[config.mk]
export PLATFORM = sky130hd
export DESIGN_NAME = snake_game_ctrl_flat
export DESIGN_NICKNAME = d
export VERILOG_FILES = /design/src/rtl/snake_game_ctrl_if.sv /design/src/rtl/snake_game_ctrl.sv /design/src/flat_wrapper.sv
export SDC_FILE = /design/constraint.sdc
export NUM_CORES = 1
export LEC_CHECK = 0
export BUFFER_PORTS_ARGS = -buffer_cell sky130_fd_sc_hd__buf_4
export CORE_MARGIN = 5
export CORE_UTILIZATION = 55
export DETAILED_ROUTE_END_ITERATION = 7
export PLACE_DENSITY = 0.85
export SYNTH_ARGS = -nofsm -noshare
export SYNTH_HDL_FRONTEND = slang
export SYNTH_SLANG_ARGS = --single-unit
[constraint.sdc]
create_clock -name clk -period 7.9 [get_ports clk]
set_input_delay 0.395 -clock clk [delete_from_list [all_inputs] [get_ports clk]]
set_output_delay 0.395 -clock clk [all_outputs]
set_load 0.01 [all_outputs]
[src/rtl/snake_game_ctrl_if.sv]
// Signal bundle between the key/collision sources and the snake game sequencer.
// Handshake: every input is a one-clock qualifier with no ready/backpressure (collide may be a level);
// move_tick is a one-clock strobe that validates dir in the same cycle; other outputs are held levels.
interface snake_game_ctrl_if #(
  parameter int SCORE_W = 8
);
  logic               frame_start;
  logic               key_w;
  logic               key_a;
  logic               key_s;
  logic               key_d;
  logic               collide;
  logic               food_eaten;
  logic               move_tick;
  logic [2:0]         dir;
  logic [1:0]         game_state;
  logic [SCORE_W-1:0] score;
  logic [3:0]         level;

  modport master (
    output frame_start, key_w, key_a, key_s, key_d, collide, food_eaten,
    input  move_tick, dir, game_state, score, level
  );

  modport slave (
    input  frame_start, key_w, key_a, key_s, key_d, collide, food_eaten,
    output move_tick, dir, game_state, score, level
  );
endinterface

[src/rtl/snake_game_ctrl.sv]
// Snake game sequencer: IDLE/PLAY/OVER state, frame-derived move ticks, reversal-proof
// direction filtering, saturating score and speed level.
module snake_game_ctrl #(
  parameter int TICK_BASE  = 12,
  parameter int TICK_MIN   = 3,
  parameter int LEVEL_STEP = 5,
  parameter int OVER_HOLD  = 120,
  parameter int SCORE_W    = 8
) (
  input  logic             clk,
  input  logic             reset,
  snake_game_ctrl_if.slave bus
);

  localparam int LEVEL_MAX = TICK_BASE - TICK_MIN;
  localparam int HOLD_W    = $clog2(OVER_HOLD + 1);
  localparam int STEP_W    = $clog2(LEVEL_STEP + 1);

  localparam logic [2:0] D_NONE  = 3'd0;
  localparam logic [2:0] D_UP    = 3'd1;
  localparam logic [2:0] D_LEFT  = 3'd2;
  localparam logic [2:0] D_DOWN  = 3'd3;
  localparam logic [2:0] D_RIGHT = 3'd4;
  localparam logic [2:0] D_OVER  = 3'd5;

  typedef enum logic [1:0] {
    S_IDLE = 2'd0,
    S_PLAY = 2'd1,
    S_OVER = 2'd2
  } state_t;

  state_t             state;
  logic [2:0]         dir_q;
  logic               tick_q;
  logic [SCORE_W-1:0] score_q;
  logic [3:0]         level_q;
  logic               pend_valid;
  logic [2:0]         pend_dir;
  logic [5:0]         frm_cnt;
  logic [5:0]         period_q;
  logic [STEP_W-1:0]  step_cnt;
  logic [HOLD_W-1:0]  hold_cnt;

  logic       key_any;
  logic [2:0] key_dir;
  logic [2:0] new_dir;
  logic [2:0] ref_dir;
  logic [2:0] ref_opp;
  logic [5:0] frm_next;
  logic [5:0] period_load;
  logic       tick_due;
  logic       key_legal;

  always_comb begin
    key_any = bus.key_w | bus.key_a | bus.key_s | bus.key_d;
    key_dir = D_RIGHT;
    if (bus.key_w)      key_dir = D_UP;
    else if (bus.key_a) key_dir = D_LEFT;
    else if (bus.key_s) key_dir = D_DOWN;

    new_dir     = pend_valid ? pend_dir : dir_q;
    frm_next    = frm_cnt + 6'd1;
    period_load = 6'(TICK_BASE) - {2'b00, level_q};
    tick_due    = bus.frame_start && (frm_next >= period_q);

    // On a tick cycle the pending move becomes the committed dir, so judge the key against that.
    ref_dir = tick_due ? new_dir : dir_q;
    ref_opp = D_NONE;
    case (ref_dir)
      D_UP:    ref_opp = D_DOWN;
      D_DOWN:  ref_opp = D_UP;
      D_LEFT:  ref_opp = D_RIGHT;
      D_RIGHT: ref_opp = D_LEFT;
      default: ref_opp = D_NONE;
    endcase
    key_legal = key_any && (key_dir != ref_dir) && (key_dir != ref_opp);
  end

  always_ff @(posedge clk or negedge reset) begin
    if (!reset) begin
      state      <= S_IDLE;
      dir_q      <= D_NONE;
      tick_q     <= 1'b0;
      score_q    <= '0;
      level_q    <= '0;
      pend_valid <= 1'b0;
      pend_dir   <= D_NONE;
      frm_cnt    <= '0;
      period_q   <= 6'(TICK_BASE);
      step_cnt   <= '0;
      hold_cnt   <= '0;
    end else begin
      case (state)
        S_IDLE: begin
          tick_q <= 1'b0;
          if (key_any) begin
            state      <= S_PLAY;
            dir_q      <= key_dir;
            score_q    <= '0;
            level_q    <= '0;
            pend_valid <= 1'b0;
            frm_cnt    <= '0;
            period_q   <= 6'(TICK_BASE);
            step_cnt   <= '0;
          end
        end

        S_PLAY: begin
          if (bus.collide) begin
            state      <= S_OVER;
            dir_q      <= D_OVER;
            tick_q     <= 1'b0;
            pend_valid <= 1'b0;
            hold_cnt   <= '0;
          end else begin
            tick_q <= tick_due;
            if (tick_due) begin
              frm_cnt    <= '0;
              period_q   <= period_load;
              dir_q      <= new_dir;
              pend_valid <= 1'b0;
            end else if (bus.frame_start) begin
              frm_cnt <= frm_next;
            end
            if (key_legal) begin
              pend_valid <= 1'b1;
              pend_dir   <= key_dir;
            end
            if (bus.food_eaten) begin
              if (score_q != {SCORE_W{1'b1}}) score_q <= score_q + 1'b1;
              if (step_cnt == STEP_W'(LEVEL_STEP - 1)) begin
                step_cnt <= '0;
                if (level_q < 4'(LEVEL_MAX)) level_q <= level_q + 4'd1;
              end else begin
                step_cnt <= step_cnt + 1'b1;
              end
            end
          end
        end

        S_OVER: begin
          tick_q <= 1'b0;
          if (bus.frame_start && (hold_cnt < HOLD_W'(OVER_HOLD))) hold_cnt <= hold_cnt + 1'b1;
          if (key_any && (hold_cnt == HOLD_W'(OVER_HOLD))) begin
            state <= S_IDLE;
            dir_q <= D_NONE;
          end
        end

        default: begin
          state  <= S_IDLE;
          dir_q  <= D_NONE;
          tick_q <= 1'b0;
        end
      endcase
    end
  end

  assign bus.move_tick  = tick_q;
  assign bus.dir        = dir_q;
  assign bus.game_state = state;
  assign bus.score      = score_q;
  assign bus.level      = level_q;

endmodule
[src/flat_wrapper.sv]
// flat-port wrapper written by rule: the top's interface ports become plain ports
module snake_game_ctrl_flat 
#(
  parameter int TICK_BASE  = 12,
  parameter int TICK_MIN   = 3,
  parameter int LEVEL_STEP = 5,
  parameter int OVER_HOLD  = 120,
  parameter int SCORE_W    = 8
)
  (clk, reset, bus_frame_start, bus_key_w, bus_key_a, bus_key_s, bus_key_d, bus_collide, bus_food_eaten, bus_move_tick, bus_dir, bus_game_state, bus_score, bus_level);
  snake_game_ctrl_if #(.SCORE_W(SCORE_W)) bus_i ();
  input  logic clk;
  input  logic reset;
  input wire logic [$bits(bus_i.frame_start)-1:0] bus_frame_start;
  input wire logic [$bits(bus_i.key_w)-1:0] bus_key_w;
  input wire logic [$bits(bus_i.key_a)-1:0] bus_key_a;
  input wire logic [$bits(bus_i.key_s)-1:0] bus_key_s;
  input wire logic [$bits(bus_i.key_d)-1:0] bus_key_d;
  input wire logic [$bits(bus_i.collide)-1:0] bus_collide;
  input wire logic [$bits(bus_i.food_eaten)-1:0] bus_food_eaten;
  output wire logic [$bits(bus_i.move_tick)-1:0] bus_move_tick;
  output wire logic [$bits(bus_i.dir)-1:0] bus_dir;
  output wire logic [$bits(bus_i.game_state)-1:0] bus_game_state;
  output wire logic [$bits(bus_i.score)-1:0] bus_score;
  output wire logic [$bits(bus_i.level)-1:0] bus_level;
  assign bus_i.frame_start = bus_frame_start;
  assign bus_i.key_w = bus_key_w;
  assign bus_i.key_a = bus_key_a;
  assign bus_i.key_s = bus_key_s;
  assign bus_i.key_d = bus_key_d;
  assign bus_i.collide = bus_collide;
  assign bus_i.food_eaten = bus_food_eaten;
  assign bus_move_tick = bus_i.move_tick;
  assign bus_dir = bus_i.dir;
  assign bus_game_state = bus_i.game_state;
  assign bus_score = bus_i.score;
  assign bus_level = bus_i.level;
  snake_game_ctrl #(.TICK_BASE(TICK_BASE), .TICK_MIN(TICK_MIN), .LEVEL_STEP(LEVEL_STEP), .OVER_HOLD(OVER_HOLD), .SCORE_W(SCORE_W)) u_core (.clk(clk), .reset(reset), .bus(bus_i));
endmodule
==> key figures, run 1 <==
CTS
  – Worst-skew pair later-pin latency: 300 ps
  – CTS tree: yes
  – Clk sinks: 43
  – PostCTS Resize Cnt: 0
  – Worst-path clk slew: 80 ps
  – Num CTS Buffers: 5
  – Post CTS Setup Buffer Count: 0
  – Root buf cell: clkbuf_8
  – H-tree depth: 2
  – Hold buffers post-CTS: 0
  – CTS Buffer Depth: 2

Synthesis
  – Synthesized flop and latch total: 43
  – Post-Synthesis Cells: 293
  – Count of different cell masters after synthesis: 53
  – FFs w/ async S/R, synth: 1.000
  – Leading area contributor after synthesis: dfrtp_1
  – Syn_nets: 316
  – Post-synth EDFFs: 0
  – Mux contribution to synthesized area: 0.04045
  – Top cell type's share of synthesized area: 0.3812
  – Synth top area cells: dfrtp_1 38%, ha_1 6.5%, o21ai_0 4.3%
  – Simple-gate portion of the synthesized area: 0.2631
  – Largest family of logic cells by synthesized area: simple AND/OR/NAND/NOR gates
  – Mean Syn Cell Area: 9.185 µm²
  – Post-Synth XOR/XNOR Area: 0.02929
  – Post-synthesis compound-gate area fraction: 0.1646
  – Most used DFF post-synth: dfrtp_1
  – Post-synthesis adder-cell area fraction: 0.06509
  – Post-Syn Area: 2691 µm²
  – Synth warn: 0
  – Seq/Total Area, Yosys: 0.4007

Timing
  – Final hold vios: 0
  – Max frequency: 301.2 MHz
  – Measured slew at the worst slew-check pin: 920.0 ps
  – Final Slew Violations: 0
  – Setup WS post-layout: 4580 ps
  – WHS: 70.77 ps
  – Fin crit period: 3320 ps
  – Fin Clk Skew: 6.920 ps
  – Relative slew slack: 0.3854
  – Setup Viol. Count Final: 0
  – Final Cycle Share: 0.4202
  – RSZ-0062 raised after global routing: false
  – Setup TNS: 0 ps

Setup path
  – Crit-path cells: nand3_1 > nor2_1 > xor2_1 > ha_1 > a21oi_1 > o22ai_2 > a21oi_4 > nand2b_2 > mux2i_1 > nor3_1 > or4_4 > mux2_4
  – Max incr delay on CP: 570 ps
  – Critical path's slowest cell: or4_4
  – Critical path data required time: 8090 ps
  – Setup CP Type: flip-flop to flip-flop
  – Critical Path End Type: flip-flop
  – Arr. time, crit path: 3510 ps
  – Crit start category: flip-flop
  – CP Max Fanout: 10
  – CP Buf/Inv Count: 0
  – R2R setup slack: 4580 ps
  – Delay-heaviest family, CP: simple AND/OR/NAND/NOR gates

Power and ir drop
  – Maximum VDD drop: 175.5 µV
  – Tot Pwr: 0.8322 mW
  – Leak pwr: 1.450 nW
  – P per Cell Area: 274.6 nW/µm²

Drt
  – Final wirelength: 5429 µm
  – 1st-iter DRT viols: 111
  – Post-DR vias/cell: 5.708
  – DRT antenna net count: 0
  – Routed len/inst: 14.14 µm
  – Vias: 2192
  – Initial DRT Pass Iterations: 4
  – DRC viols: 0

Floorplanning
  – Initial Util: 0.5698
  – Core Box Area: 4723 µm²
  – Rows: 25
  – Die Y: 79.95 µm
  – Die width: 79.95 µm
  – Die area: 6392 µm²
  – I/O Pins: 27

Global routing
  – Largest net degree at the start of global routing: 44
  – First-pass GRT wire length: 9473 µm
  – Total global-route track usage: 0.1858
  – Vias in the first global route: 2097
  – Antenna violations before repair: 0
  – Grt ovf: 0

Layout
  – Final instance area: 3030 µm²
  – Layout area overhead: 12.60%
  – Fin cells: 384
  – Share of cells above drive strength 1: 0.1735
  – Fillers: 413
  – Commonest non-fill, non-tap cell in the layout: dfrtp_1
  – Post-layout net count: 339
  – Commonest cells after routing, fill and taps aside: 41 x dfrtp_1, 29 x nand2_1, 26 x buf_4
  – Fin util: 0.6416
  – Multi-input gate area: 1514 µm²
  – Inserted Diodes: 0
  – Area occupied by registers: 1079 µm²

Placed design
  – HPWL after DPL: 3987 µm
  – Placed cell areas: 2932 µm²
  – Port bufs: 26
  – Placed insts: 376
  – Post-place setup slack: 4587 ps
  – GP Congestion: 0.8811

Job
  – Max_cap viols: 0

Hold path
  – Hold WC Path Type: input port to asynchronous set/reset pin

Status
  – Status: finished clean
## cell families after synthesis
| kind of cell | count (synthesis) |
|---|---|
| compound gates | 68 |
| xor+xnor | 9 |
| fa+ha+maj | 14 |
| buf+inv | 26 |
| flops | 43 |
| mux | 8 |
| simple gates | 125 |
## routing by layer
metal / vias to the layer above / global-route usage / wire, µm
li1: 1081 / - / -
met1: 1053 / 0.2384 / 2541
met2: 45 / 0.3063 / 2559
met3: 13 / 0.03725 / 195
met4: 0 / 0.07264 / 132
met5: - / 0 / 0
## report_power, final
group | switching, mW | total [mW] | internal, mW
logic | 0.188 | 0.336 | 0.148
clock network | 0.0771 | 0.148 | 0.0713
registers | 0.0814 | 0.348 | 0.267
## cells in the mapped netlist, types with 2 or more instances
library cell / number
a31oi_1: 2
inv_1: 16
nor3_1: 16
o21ai_0: 23
nand3_1: 7
nor4b_1: 2
nor2_1: 25
o21bai_1: 2
or2_2: 3
a21o_1: 9
and3_1: 2
nand2_1: 29
nor4bb_1: 2
o21ai_1: 2
and3b_1: 2
clkbuf_1: 9
mux2i_1: 3
nand4_1: 5
mux2_4: 3
and2_1: 2
or4bb_1: 2
xor2_1: 7
nor2b_1: 7
nor4_1: 2
dfstp_2: 2
nand2b_1: 5
a22o_1: 7
xnor2_1: 2
a41oi_1: 2
ha_1: 14
a21oi_1: 14
or3_1: 2
nor3b_1: 3
dfrtp_1: 41
## worst reg2reg max path, delay by kind of cell, from the launching register on
family	cells	cell delay, ps
AO/OA/AOI/OAI	3	580
XOR/XNOR	1	190
adder cells (fa/ha/maj)	1	280
flip-flops	1	420
multiplexers	2	530
AND/OR/NAND/NOR	5	1210
## registers in the layout (all words and copies together), names as in the netlist
| signal | count |
|---|---|
| u_core.bus.score | 8 |
| u_core.hold_cnt | 7 |
| u_core.frm_cnt | 6 |
| u_core.period_q | 5 |
| u_core.bus.level | 4 |
| u_core.bus.dir | 3 |
| u_core.pend_dir | 3 |
| u_core.step_cnt | 3 |
| u_core.bus.game_state | 2 |
| u_core.bus.move_tick | 1 |
| u_core.pend_valid | 1 |
## cell type report
| class | count | share of cell area |
|---|---|---|
| sequential | 43 | 0.3559 |
| inverter | 16 | 0.01982 |
| clock inverter | 2 | 0.005367 |
| timing repair buffer | 26 | 0.06441 |
| clock buffer | 6 | 0.02725 |
| tap | 67 | 0.02766 |
| multi-input combinational | 224 | 0.4996 |
## final timing paths
check	from	end	cells past startpoint
max in group asynchronous	reset	u_core.period_q[2]	1
hold reg to reg	u_core.period_q[2]	u_core.period_q[2]	2
setup / recovery	u_core.frm_cnt[2]	u_core.pend_dir[1]	12
hold / removal	reset	u_core.bus.dir[1]	1
setup reg to reg	u_core.frm_cnt[2]	u_core.pend_dir[1]	12
min in group clk	bus_food_eaten	u_core.step_cnt[1]	2
Note: power is estimated with default switching activity, not from simulation.
==> inputs of run 2 (changes only) <==
--- a/config.mk
+++ b/config.mk
@@ -7,9 +7,9 @@
 export LEC_CHECK = 0
 export BUFFER_PORTS_ARGS = -buffer_cell sky130_fd_sc_hd__buf_4
 export CORE_MARGIN = 5
-export CORE_UTILIZATION = 55
+export CORE_UTILIZATION = 53
 export DETAILED_ROUTE_END_ITERATION = 7
-export PLACE_DENSITY = 0.85
+export PLACE_DENSITY = 0.86
 export SYNTH_ARGS = -nofsm -noshare
 export SYNTH_HDL_FRONTEND = slang
 export SYNTH_SLANG_ARGS = --single-unit
==> constraint.sdc (replaced) <==
create_clock -name clk -period 2.7 [get_ports clk]
set_input_delay 0.135 -clock clk [delete_from_list [all_inputs] [get_ports clk]]
set_output_delay 0.135 -clock clk [all_outputs]
set_load 0.01 [all_outputs]
==> run 2 against run 1 <==
Net effect: the run now ends with setup timing left; non-clock buffer count rose by 26; worst hold slack gained 28 ps; critical path depth unchanged; core utilization grew 1.9 points; worst setup slack got worse by 5000 ps; critical path type unchanged; largest power group is now combinational logic; highest routed layer unchanged.
==> key figures, run 2 (synthesis results as in run 1) <==
Status
  – Status: complete, but fails checks
  – Failing checks: setup timing

Floorplanning
  – Core Box Area: 5010 µm² (+6.1%)
  – I/O Pins: 27 (unchanged)
  – Rows: 26 (+4.0%)
  – Die width: 81.26 µm (+1.6%)
  – Initial Util: 0.5372 (-0.03259)
  – Die Y: 81.26 µm (+1.6%)
  – Die area: 6603 µm² (+3.3%)

Timing
  – Setup WS post-layout: -399.2 ps (-4980 ps)
  – Final hold vios: 0 (unchanged)
  – Final Cycle Share: 1.148 (+0.7277)
  – Fin Clk Skew: 7.140 ps (+0.2197 ps)
  – RSZ-0062 raised after global routing: true
  – Fin crit period: 3099 ps (-220.4 ps)
  – Final Slew Violations: 0 (unchanged)
  – Max frequency: 322.7 MHz (+7.1%)
  – Relative slew slack: 0.3856 (about the same)
  – Setup Viol. Count Final: 4 (+4)
  – Measured slew at the worst slew-check pin: 919.6 ps (-0.3472 ps)

Setup path
  – Critical Path End Type: flip-flop
  – Setup CP Type: flip-flop to flip-flop
  – Crit start category: flip-flop
  – Critical path data required time: 2890 ps (-5200 ps)
  – CP Max Fanout: 4 (-6)
  – R2R setup slack: -400 ps (-4980 ps)
  – Arr. time, crit path: 3290 ps (-220 ps)

Drt
  – Vias: 2325 (+6.1%)
  – Initial DRT Pass Iterations: 4 (unchanged)
  – Post-DR vias/cell: 5.630 (-1.4%)
  – Final wirelength: 6213 µm (+14%)
  – DRC viols: 0 (unchanged)
  – Routed len/inst: 15.04 µm (+6.4%)
  – DRT antenna net count: 0 (unchanged)
  – 1st-iter DRT viols: 153 (+38%)

Layout
  – Fillers: 399 (-3.4%)
  – Post-layout net count: 365 (+7.7%)
  – Multi-input gate area: 1555 µm² (+2.7%)
  – Final instance area: 3307 µm² (+9.1%)
  – Max FFs per register: 8 (unchanged)
  – Commonest cells after routing, fill and taps aside: 51 x buf_4, 41 x dfrtp_1, 29 x nand2_1
  – Commonest non-fill, non-tap cell in the layout: buf_4
  – Inserted Diodes: 0 (unchanged)
  – Fin cells: 413 (+7.6%)
  – Fin util: 0.6601 (+0.01850)
  – Share of cells above drive strength 1: 0.2507 (+0.07723)
  – Area occupied by registers: 1079 µm² (unchanged)
  – Layout area overhead: 22.87%

CTS
  – Root buf cell: clkbuf_8
  – Num CTS Buffers: 5 (unchanged)
  – CTS Buffer Depth: 2 (unchanged)
  – Clk sinks: 43 (unchanged)
  – H-tree depth: 2 (unchanged)
  – Worst-skew pair later-pin latency: 300 ps (about the same)
  – CTS tree: yes
  – Worst-path clk slew: 90 ps (about the same)

Placed design
  – HPWL after DPL: 4335 µm (+8.7%)
  – Placed insts: 397 (+5.6%)
  – GP Congestion: 0.8802 (-0.10%)
  – Placed cell areas: 3104 µm² (+5.9%)
  – Port bufs: 26 (unchanged)

Global routing
  – First-pass GRT wire length: 10540 µm (+11%)
  – Grt ovf: 0 (unchanged)
  – Vias in the first global route: 2282 (+8.8%)
  – Total global-route track usage: 0.2047 (+0.01896)
  – Antenna violations before repair: 0 (unchanged)
  – Largest net degree at the start of global routing: 44 (unchanged)

Job
  – Max_cap viols: 0 (unchanged)

Power and ir drop
  – Leak pwr: 1.608 nW (+11%)
  – Maximum VDD drop: 585.9 µV (+230%)
  – P per Cell Area: 835.9 nW/µm² (+200%)

Hold path
  – Hold WC Path Type: input port to flip-flop
-- run 2: layout make-up --
class | instances | area share
timing repair buffer | 52 | 0.1188
sequential | 43 | 0.3261
tap | 70 | 0.02649
multi-input combinational | 224 | 0.4703
inverter | 16 | 0.01816
clock inverter | 2 | 0.01816
clock buffer | 6 | 0.02194
-- run 2: final timing paths --
check / start / end / depth (start not counted)
setup / recovery: u_core.frm_cnt[0] / u_core.pend_dir[2] / 12
hold / removal: bus_food_eaten / u_core.step_cnt[1] / 2
setup reg to reg: u_core.frm_cnt[0] / u_core.pend_dir[2] / 12
hold reg to reg: u_core.period_q[3] / u_core.period_q[3] / 2
max in group asynchronous: reset / u_core.bus.game_state[1] / 2
min in group asynchronous: reset / u_core.bus.score[1] / 2
-- run 2: per-stage QoR --
stage / setup slack, ps / setup TNS (ps) / total power [mW] / hold WS [ps]
floorplan: -338.1 / -745.6 / 1.718 / -160.6
global placement: -321.6 / -748.9 / 2.084 / 157.2
detailed placement: -376.3 / -954.9 / 2.126 / 160.9
CTS: -354.1 / -941.7 / 2.746 / 94.93
global route: -512.7 / -1592 / 2.973 / 100.4
finish: -399.2 / -1134 / 2.764 / 99.05
-- run 2: timing repair --
action                                  CTS  global route
endpoints found under the setup margin    4             4
hold buffers                              1             0
hold endpoints to repair                 41             0
resized for setup                         1             1
setup buffers                             5             2
pin swaps                                 5             2
-- run 2: metal layers --
metal,up-vias,wire [µm],track usage
met5,-,0,0
li1,1141,-,-
met4,0,107,0.07264
met1,1118,2745,0.2696
met2,52,3080,0.3363
met3,14,280,0.03769
-- run 2: worst max-delay path, stage by stage (launching register included) --
cell and delay (ps):
dfrtp_1 440, nand3_2 130, nor2_2 110, xor2_1 190, ha_1 290, a21oi_2 140, o22ai_2 100, a21oi_4 190
nor2_4 80, mux2_4 300, nand4b_4 170, or4_4 520, mux2_4 310
-- run 2: power breakdown --
part | leakage [nW] | internal (mW) | total (mW) | switching [mW]
combinational | 0.972 | 0.529 | 1.17 | 0.643
clock | 0.0654 | 0.370 | 0.603 | 0.233
sequential | 0.571 | 0.781 | 0.990 | 0.209
total | 1.61 | 1.68 | 2.76 | 1.08
